<file path="src/rtl/l1_ld_mem_arb_if.sv">
// Bundle of the LU/RF requester handshakes and the single-port L1 data array bus.
// slave: the arbiter side; master: requesters plus the memory they share.
interface l1_ld_mem_arb_if #(
  parameter int unsigned WIDTH = 32,
  parameter int unsigned AW    = 10
);
  logic             mem_ready;
  logic             lu_req;
  logic             lu_we;
  logic [AW-1:0]    lu_addr;
  logic [WIDTH-1:0] lu_wdata;
  logic             lu_gnt;
  logic             lu_rvalid;
  logic [WIDTH-1:0] lu_rdata;
  logic             rf_req;
  logic [AW-1:0]    rf_addr;
  logic [WIDTH-1:0] rf_wdata;
  logic             rf_gnt;
  logic             mem_en;
  logic             mem_we;
  logic [AW-1:0]    mem_addr;
  logic [WIDTH-1:0] mem_wdata;
  logic [WIDTH-1:0] mem_rdata;

  modport slave (
    input  mem_ready,
    input  lu_req, lu_we, lu_addr, lu_wdata,
    output lu_gnt, lu_rvalid, lu_rdata,
    input  rf_req, rf_addr, rf_wdata,
    output rf_gnt,
    output mem_en, mem_we, mem_addr, mem_wdata,
    input  mem_rdata
  );

  modport master (
    output mem_ready,
    output lu_req, lu_we, lu_addr, lu_wdata,
    input  lu_gnt, lu_rvalid, lu_rdata,
    output rf_req, rf_addr, rf_wdata,
    input  rf_gnt,
    input  mem_en, mem_we, mem_addr, mem_wdata,
    output mem_rdata
  );
endinterface

</file>
<file path="src/rtl/l1_ld_mem_arb.sv">
// Arbiter in front of the single-port L1 data array: refill writes beat core lookups
// unless the lookup port has lost STARVE_MAX times in a row; LU reads return one cycle later.
module l1_ld_mem_arb #(
  parameter int unsigned WIDTH      = 32,
  parameter int unsigned DEPTH      = 1024,
  parameter int unsigned STARVE_MAX = 4
) (
  input logic              CLK,
  input logic              RST_N,
  l1_ld_mem_arb_if.slave   bus
);

  localparam int unsigned AW = $clog2(DEPTH);
  localparam int unsigned SW = $clog2(STARVE_MAX + 1);
  localparam logic [SW-1:0] StarveMax = SW'(STARVE_MAX);

  typedef enum logic [0:0] {StInit, StRun} state_e;

  state_e           state_q, state_d;
  logic [SW-1:0]    starve_q, starve_d;
  logic             rd_pend_q, rd_pend_d;

  logic             arb_ok;
  logic             lu_win;
  logic             lu_gnt;
  logic             rf_gnt;
  logic             mem_en;
  logic             mem_we;
  logic [AW-1:0]    mem_addr;
  logic [WIDTH-1:0] mem_wdata;

  always_ff @(posedge CLK or negedge RST_N) begin
    if (!RST_N) begin
      state_q   <= StInit;
      starve_q  <= '0;
      rd_pend_q <= 1'b0;
    end else begin
      state_q   <= state_d;
      starve_q  <= starve_d;
      rd_pend_q <= rd_pend_d;
    end
  end

  // The array is only usable while its clearing sweep reports done.
  always_comb begin
    state_d = state_q;
    unique case (state_q)
      StInit:  if (bus.mem_ready)  state_d = StRun;
      StRun:   if (!bus.mem_ready) state_d = StInit;
      default: state_d = StInit;
    endcase
  end

  // A cycle with mem_ready low grants nothing, even before the FSM leaves StRun.
  assign arb_ok = (state_q == StRun) && bus.mem_ready;

  always_comb begin
    lu_win = (starve_q == StarveMax);
    lu_gnt = arb_ok && bus.lu_req && (!bus.rf_req || lu_win);
    rf_gnt = arb_ok && bus.rf_req && !lu_gnt;
  end

  always_comb begin
    starve_d = starve_q;
    if (lu_gnt || !bus.lu_req) begin
      starve_d = '0;
    end else if (rf_gnt && (starve_q != StarveMax)) begin
      starve_d = starve_q + SW'(1);
    end
  end

  always_comb begin
    mem_en    = 1'b0;
    mem_we    = 1'b0;
    mem_addr  = '0;
    mem_wdata = '0;
    if (rf_gnt) begin
      mem_en    = 1'b1;
      mem_we    = 1'b1;
      mem_addr  = bus.rf_addr;
      mem_wdata = bus.rf_wdata;
    end else if (lu_gnt) begin
      mem_en    = 1'b1;
      mem_we    = bus.lu_we;
      mem_addr  = bus.lu_addr;
      mem_wdata = bus.lu_wdata;
    end
  end

  assign rd_pend_d = lu_gnt && !bus.lu_we;

  assign bus.lu_gnt    = lu_gnt;
  assign bus.rf_gnt    = rf_gnt;
  assign bus.mem_en    = mem_en;
  assign bus.mem_we    = mem_we;
  assign bus.mem_addr  = mem_addr;
  assign bus.mem_wdata = mem_wdata;
  // A read in flight when the array drops ready is abandoned, so its return is masked.
  assign bus.lu_rvalid = rd_pend_q && bus.mem_ready;
  assign bus.lu_rdata  = bus.mem_rdata;

endmodule
</file>
<file path="src/flat_wrapper.sv">
// flat-port wrapper written by rule: the top's interface ports become plain ports
module l1_ld_mem_arb_flat 
#(
  parameter int unsigned WIDTH      = 32,
  parameter int unsigned DEPTH      = 1024,
  parameter int unsigned STARVE_MAX = 4
)
  (CLK, RST_N, bus_mem_ready, bus_lu_req, bus_lu_we, bus_lu_addr, bus_lu_wdata, bus_lu_gnt, bus_lu_rvalid, bus_lu_rdata, bus_rf_req, bus_rf_addr, bus_rf_wdata, bus_rf_gnt, bus_mem_en, bus_mem_we, bus_mem_addr, bus_mem_wdata, bus_mem_rdata);
  l1_ld_mem_arb_if #(.WIDTH(WIDTH)) bus_i ();
  input logic CLK;
  input logic RST_N;
  input wire logic [$bits(bus_i.mem_ready)-1:0] bus_mem_ready;
  input wire logic [$bits(bus_i.lu_req)-1:0] bus_lu_req;
  input wire logic [$bits(bus_i.lu_we)-1:0] bus_lu_we;
  input wire logic [$bits(bus_i.lu_addr)-1:0] bus_lu_addr;
  input wire logic [$bits(bus_i.lu_wdata)-1:0] bus_lu_wdata;
  output wire logic [$bits(bus_i.lu_gnt)-1:0] bus_lu_gnt;
  output wire logic [$bits(bus_i.lu_rvalid)-1:0] bus_lu_rvalid;
  output wire logic [$bits(bus_i.lu_rdata)-1:0] bus_lu_rdata;
  input wire logic [$bits(bus_i.rf_req)-1:0] bus_rf_req;
  input wire logic [$bits(bus_i.rf_addr)-1:0] bus_rf_addr;
  input wire logic [$bits(bus_i.rf_wdata)-1:0] bus_rf_wdata;
  output wire logic [$bits(bus_i.rf_gnt)-1:0] bus_rf_gnt;
  output wire logic [$bits(bus_i.mem_en)-1:0] bus_mem_en;
  output wire logic [$bits(bus_i.mem_we)-1:0] bus_mem_we;
  output wire logic [$bits(bus_i.mem_addr)-1:0] bus_mem_addr;
  output wire logic [$bits(bus_i.mem_wdata)-1:0] bus_mem_wdata;
  input wire logic [$bits(bus_i.mem_rdata)-1:0] bus_mem_rdata;
  assign bus_i.mem_ready = bus_mem_ready;
  assign bus_i.lu_req = bus_lu_req;
  assign bus_i.lu_we = bus_lu_we;
  assign bus_i.lu_addr = bus_lu_addr;
  assign bus_i.lu_wdata = bus_lu_wdata;
  assign bus_lu_gnt = bus_i.lu_gnt;
  assign bus_lu_rvalid = bus_i.lu_rvalid;
  assign bus_lu_rdata = bus_i.lu_rdata;
  assign bus_i.rf_req = bus_rf_req;
  assign bus_i.rf_addr = bus_rf_addr;
  assign bus_i.rf_wdata = bus_rf_wdata;
  assign bus_rf_gnt = bus_i.rf_gnt;
  assign bus_mem_en = bus_i.mem_en;
  assign bus_mem_we = bus_i.mem_we;
  assign bus_mem_addr = bus_i.mem_addr;
  assign bus_mem_wdata = bus_i.mem_wdata;
  assign bus_i.mem_rdata = bus_mem_rdata;
  l1_ld_mem_arb #(.WIDTH(WIDTH), .DEPTH(DEPTH), .STARVE_MAX(STARVE_MAX)) u_core (.CLK(CLK), .RST_N(RST_N), .bus(bus_i));
endmodule
</file>
<file path="config.mk">
export PLATFORM = sky130hd
export DESIGN_NAME = l1_ld_mem_arb_flat
export DESIGN_NICKNAME = d
export VERILOG_FILES = /design/src/rtl/l1_ld_mem_arb_if.sv /design/src/rtl/l1_ld_mem_arb.sv /design/src/flat_wrapper.sv
export SDC_FILE = /design/constraint.sdc
export NUM_CORES = 1
export LEC_CHECK = 0
export CAP_MARGIN = 20
export CORE_AREA = 2 2 79 81
export DETAILED_ROUTE_END_ITERATION = 8
export DIE_AREA = 0 0 81 83
export PLACE_DENSITY = 0.83
export RECOVER_POWER = 25
export REMOVE_ABC_BUFFERS = 1
export SLEW_MARGIN = 25
export SYNTH_ARGS = -nofsm -noshare
export SYNTH_HDL_FRONTEND = slang
export SYNTH_SLANG_ARGS = --single-unit
</file>
<file path="constraint.sdc">
create_clock -name CLK -period 3.8 [get_ports CLK]
set_input_delay 0.95 -clock CLK [delete_from_list [all_inputs] [get_ports CLK]]
set_output_delay 0.95 -clock CLK [all_outputs]
set_load 0.005 [all_outputs]
</file>
### After elaboration in Yosys (flattened, before gate mapping)

Cells that the tools add are included.

| operators by class | value |
|---|---|
| add/subtract/negate cells | 1 |
| mux-type cells | 11 |
| reduce and logical (&&, ||, !) cells | 15 |
| equality and inequality tests | 2 |

Operators by type and width:

| cell | count |
|---|---|
| 2-to-1 mux 32 bit | 2 |
| 2-to-1 mux 10 bit | 2 |
| logical AND 1 bit | 8 |
| 2-to-1 mux 3 bit | 2 |
| 2-to-1 mux 1 bit | 5 |
| zero test 1 bit | 4 |
| adder 3 x 1 -> 3 bit, second input constant | 1 |
| == test 3 bit, second input constant | 1 |
| != test 3 bit, second input constant | 1 |
| logical OR 1 bit | 2 |
| nonzero test 2 bit | 1 |

| word-level totals | value |
|---|---|
| output and inout bits | 79 |
| bits of input ports | 122 |
| logic and storage cells | 32 |
| flip-flop bits (word level) | 5 |

### Logic depth before layout (Yosys ltp)

Gate-level depths: netlist of the first run.

| depth | value |
|---|---|
| word-level depth | 8 |
| depth in mapped cells | 6 |

### Least setup slack after synthesis of the first run

OpenSTA, ideal clock, no wires.

| timing path | value |
|---|---|
| kind | input-to-output |
| start point | input bus_rf_req |
| end point | output bus_mem_wdata[22] |
| arrival | 1.683 ns |
| buffers on the path | 1 |
| cell stages on the path | 4 |
| setup slack | 1.167 ns |
| path through | a21boi_4 -> nor3_4 -> buf_6 -> a22o_1 |

| between the ends | value |
|---|---|
| word-level cells in the longest chain between the ends | 6 |
| elaborated cells on any way between the ends | 8 |

Ends and longest elaborated chain:

| item | line | text |
|---|---|---|
| start, declared | flat_wrapper.sv:20 | `input wire logic [$bits(bus_i.rf_req)-1:0] bus_rf_req;` |
| zero test 1 bit (*) | l1_ld_mem_arb.sv:59 | `lu_gnt = arb_ok && bus.lu_req && (!bus.rf_req \|\| lu_win);` |
| logical OR 1 bit (*) | l1_ld_mem_arb.sv:59 |  |
| logical AND 1 bit (*) | l1_ld_mem_arb.sv:59 |  |
| named net bus_lu_gnt | flat_wrapper.sv:17 | `output wire logic [$bits(bus_i.lu_gnt)-1:0] bus_lu_gnt;` |
| zero test 1 bit | l1_ld_mem_arb.sv:60 | `rf_gnt = arb_ok && bus.rf_req && !lu_gnt;` |
| logical AND 1 bit | l1_ld_mem_arb.sv:60 |  |
| 2-to-1 mux 32 bit (*) | l1_ld_mem_arb.sv:77 | `if (rf_gnt) begin` |
| end, declared | flat_wrapper.sv:27 | `output wire logic [$bits(bus_i.mem_wdata)-1:0] bus_mem_wdata;` |

Mark *: on every way through the listed nets, which the timed path passes. The rest lies on a longest branch.

### Final worst setup path of the first run

| timing path | value |
|---|---|
| start point | input bus_rf_req |
| end point | output bus_mem_addr[3] |

| between the ends | value |
|---|---|
| word-level cells in the longest chain between the ends | 6 |
| elaborated cells on any way between the ends | 8 |

Ends and longest elaborated chain:

| item | line | text |
|---|---|---|
| zero test 1 bit | l1_ld_mem_arb.sv:59 |  |
| logical OR 1 bit | l1_ld_mem_arb.sv:59 |  |
| logical AND 1 bit | l1_ld_mem_arb.sv:59 |  |
| zero test 1 bit | l1_ld_mem_arb.sv:60 |  |
| logical AND 1 bit | l1_ld_mem_arb.sv:60 |  |
| 2-to-1 mux 10 bit (*) | l1_ld_mem_arb.sv:77 |  |
| end, declared | flat_wrapper.sv:26 | `output wire logic [$bits(bus_i.mem_addr)-1:0] bus_mem_addr;` |

Mark *: on every way between the ends. The rest lies on a longest branch, timed or not.

==> results of run 1 <==
cell type report:
cell class                 count  area, um2  share of cell area
multi-input combinational     65        561               0.245
inverter                       3       11.3             0.00493
timing repair buffer         143       1450               0.634
tap                           75       93.8              0.0411
clock buffer                   4       45.0              0.0197
sequential                     5        125              0.0547
synthesized netlist by cell type, drive strengths merged:
master / count / share of area
a22o: 42 / 0.37
buf: 40 / 0.32
dfrtp: 5 / 0.13
a21oi: 3 / 0.015
inv: 3 / 0.011
nand2: 3 / 0.014
nand3: 3 / 0.015
and2: 2 / 0.015
ha: 2 / 0.025
nor2: 2 / 0.0075
a21boi: 1 / 0.019
a31oi: 1 / 0.013
nor3: 1 / 0.016
nor3b: 1 / 0.0075
nor4: 1 / 0.0063
o21ai: 1 / 0.0050
o31a: 1 / 0.0088
or3b: 1 / 0.0088
worst max-delay path by stage:
stage               slack, ns          endpoint           from
floorplan                0.46   bus_mem_addr[0]  bus_mem_ready
global placement         0.12  bus_mem_wdata[0]  bus_mem_ready
detailed placement       0.05   bus_mem_addr[3]  bus_mem_ready
CTS                      0.04   bus_mem_addr[3]  bus_mem_ready
global route             0.04   bus_mem_addr[2]     bus_rf_req
finish                   0.12   bus_mem_addr[3]     bus_rf_req
metrics by stage:
stage,instances,total power [uW],setup slack (ns),utilization
global route,295,363,0.0399,0.393
floorplan,73,92.9,0.459,-
CTS,294,343,0.0437,0.389
global placement,290,239,0.115,0.381
detailed placement,290,241,0.0493,0.381
finish,295,340,0.125,0.393
cell families (layout without fill, tap and decap cells):
| family | Yosys count | in the layout |
|---|---|---|
| compound gates | 49 | 49 |
| buf+inv | 43 | 150 |
| simple gates | 14 | 14 |
| flops | 5 | 5 |
| fa+ha+maj | 2 | 2 |
worst register-to-register path, cell delays in order, from the launching register on:
cell	delay (ns)
sky130_fd_sc_hd__dfrtp_1	0.37
sky130_fd_sc_hd__inv_1	0.07
sky130_fd_sc_hd__ha_1	0.29
sky130_fd_sc_hd__a21boi_4	0.22
sky130_fd_sc_hd__buf_4	0.15
sky130_fd_sc_hd__nand3_1	0.07
sky130_fd_sc_hd__a21oi_1	0.13
flip-flops by register name, indices dropped and copies added (netlist names):
| register | flops |
|---|---|
| u_core.starve_q | 3 |
| u_core.state_q | 1 |
| u_core.rd_pend_q | 1 |
power by group through the flow:
| stage | clock network [uW] | registers (uW) | logic (uW) |
|---|---|---|---|
| 3_5_place_dp | 0 | 56.5 | 185 |
| 6_report | 97.8 | 56.0 | 186 |
| 3_3_place_gp | 0 | 56.4 | 182 |
| 4_1_cts | 101 | 55.9 | 185 |
| 5_1_grt | 109 | 56.1 | 198 |
| 2_1_floorplan | 0 | 56.3 | 36.7 |
repair_timing:
item                                    4_1_cts  5_1_grt
endpoints found under the hold margin         0        0
resized for setup                             0        2
endpoints found under the setup margin        0       33
metal layers:
| layer | global-route usage | up-vias | part of all wire |
|---|---|---|---|
| li1 | - | 611 | - |
| met1 | 0.156 | 604 | 0.34 |
| met2 | 0.238 | 139 | 0.44 |
| met3 | 0.126 | 8 | 0.20 |
| met4 | 0.0508 | 0 | 0.020 |
| met5 | 0 | - | 0 |
==> impl_results.md, run 1 <==
* Avg Cell Area, Syn at 8.84 um2
* Type of origin of the critical path: primary input
* Kind of capture point of the worst setup path: output port
* Die width at 81 um
* Reg-to-Reg Start: u_core.starve_q[0]$_DFFE_PN0P_
* Pin count of the biggest net entering global routing at 44
* Die Y-Extent at 83 um
* Final Cycle Share at 0.967
* Global placer's final weighted congestion at 0.780
* Vias per std cell at 4.62
* Critical path's slowest cell: sky130_fd_sc_hd__clkdlybuf4s50_1
* Switching power share of the total at 0.227
* Mux share of post-synthesis cell area at 0
* Switching power at 77.3 uW
* Crit path arrival time at 2.73 ns
* Synth Warn # at 0
* Final setup viols at 0
* Relative max-transition margin at 0.828
* Power density normalized to cell area at 149 nW/um2
* Drt first-iter violations at 34
* HPWL after detailed placement at 4670 um
* WHS at 0.543 ns
* Max Buffers Root-to-Sink at 2
* Share of layout cells above drive strength 1 at 0.100
* Cell type with the highest occurrence count on the critical path: sky130_fd_sc_hd__clkdlybuf4s50_1
* Clock latency reported for the late side of the worst-skew pair at 0.22 ns
* Proportion of synthesized chip area in sequential cells at 0.125
* Post-synthesis compound-gate area fraction at 0.432
* Slew at the pin closest to its max-slew limit at 0.259 ns
* Post-synthesis share of cell area spent on and, or, nand and nor gates at 0.0902
* Total buffers and inverters traversed by the critical path at 3
* Tot GR Track Use at 0.155
* Adder-Cell Fraction of Synth Area at 0.0251
* Cell area after placement at 2220 um2
* Summed area of non-filler cells in the final layout at 2290 um2
* CTS H-tree depth at 1
* Highest-count cells in the layout ignoring fill and taps: sky130_fd_sc_hd__clkdlybuf4s50_1, sky130_fd_sc_hd__a22o_1, sky130_fd_sc_hd__dfrtp_1
* Antenna Cells at 0
* Number of clock sinks at 5
* Final worst clock skew at 0.000880 ns
* Max Clock Freq at 272 MHz
* Area share of xor/xnor cells in the synthesized design at 0
* Clk network pwr share at 0.288
* Buffers added on ports at 136
* Sum of negative setup slack at 0 ns
* Number of instances on the worst hold path at 2
* Site row count at 28
* Gr ovfl total at 0
* Number of fill cells in the layout at 565
* Start point of the worst min-delay path: u_core.starve_q[1]$_DFFE_PN0P_
* Global-route wire length before repair at 7690 um
* Combinational group share of total power at 0.547
* Worst hold path class: register to register
* Antenna-violating nets left at 0
* Total wire length at 5830 um
* CTS Hold Buffers Added at 0
* Critical-path cell list: clkdlybuf4s50_1 > nand3_2 > a31oi_4 > buf_12 > a22o_1 > clkdlybuf4s50_1
* Post-layout min period at 3.68 ns
* Post-detailed-route wirelength per cell at 19.8 um
* Total of max-cap violations at 0
* Max VDD drop at 0.0000774 V
* Cell Area, Synth at 998 um2
* Hold path endpoint: u_core.starve_q[1]$_DFFE_PN0P_
* Effective utilization at floorplan at 0.172
* Gate family responsible for the most delay along the worst path: buffers and inverters
* Main combinational cell family by area after synthesis: compound AO/OA/AOI/OAI gates
* Clock buffer count from CTS at 3
* Worst Setup Path Type: primary input to output port
* Setup fix buffers added after clock tree synthesis at 0
* Router iterations before antenna repair at 4
* Number of standard cells after synthesis at 113
* Growth of design area from synthesis to finish at 129%
* Internal power component at 263 uW
* Area enclosed by the die boundary at 6720 um2
* Final count of pins violating max slew at 0
* Crit path required time at 2.85 ns
* Run status: finished clean
* Critical R2R Capture: u_core.starve_q[0]$_DFFE_PN0P_
* Core Box Area at 5820 um2
* Sequential group share of total power at 0.165
* Unrepaired setup endpoints after global routing: no
* Via count at 1,362
* Worst path max stage delay at 0.53 ns
* Number of antenna violations at the first check in global routing at 0
* CTS tree: yes
* Count of unique library cells instantiated by Yosys at 22
* Leakage power summed over all cells at 0.000865 uW
* Most common library cell in the layout ignoring fill and taps: sky130_fd_sc_hd__clkdlybuf4s50_1
* Vias in the first global route at 1,316
* # nets final at 345
* Number of I/O pins at 201
* Final hold vios at 0
* Total stage count of the critical path at 6
* Critical path peak fanout at 22
* Number of DRC violations after detailed routing at 0
* Number of cell instances on the worst register-to-register path at 6
* Cell chosen for the clock root: sky130_fd_sc_hd__clkbuf_8
* #FFs+latches synth at 5
* Register-to-register path setup slack at 2.42 ns
* Clock transition time at the flip-flop clock pins of the worst setup and hold paths at 0.04 ns
Note: power is estimated with default switching activity, not from simulation.
==> inputs of run 2 (changes only) <==
--- a/config.mk
+++ b/config.mk
@@ -9,6 +9,7 @@
 export CORE_AREA = 2 2 79 81
 export DETAILED_ROUTE_END_ITERATION = 8
 export DIE_AREA = 0 0 81 83
+export GPL_ROUTABILITY_DRIVEN = 1
 export PLACE_DENSITY = 0.83
 export RECOVER_POWER = 25
 export REMOVE_ABC_BUFFERS = 1
==> results of run 2 <==
Final layout, timing and power as in run 1 (identical DEF).
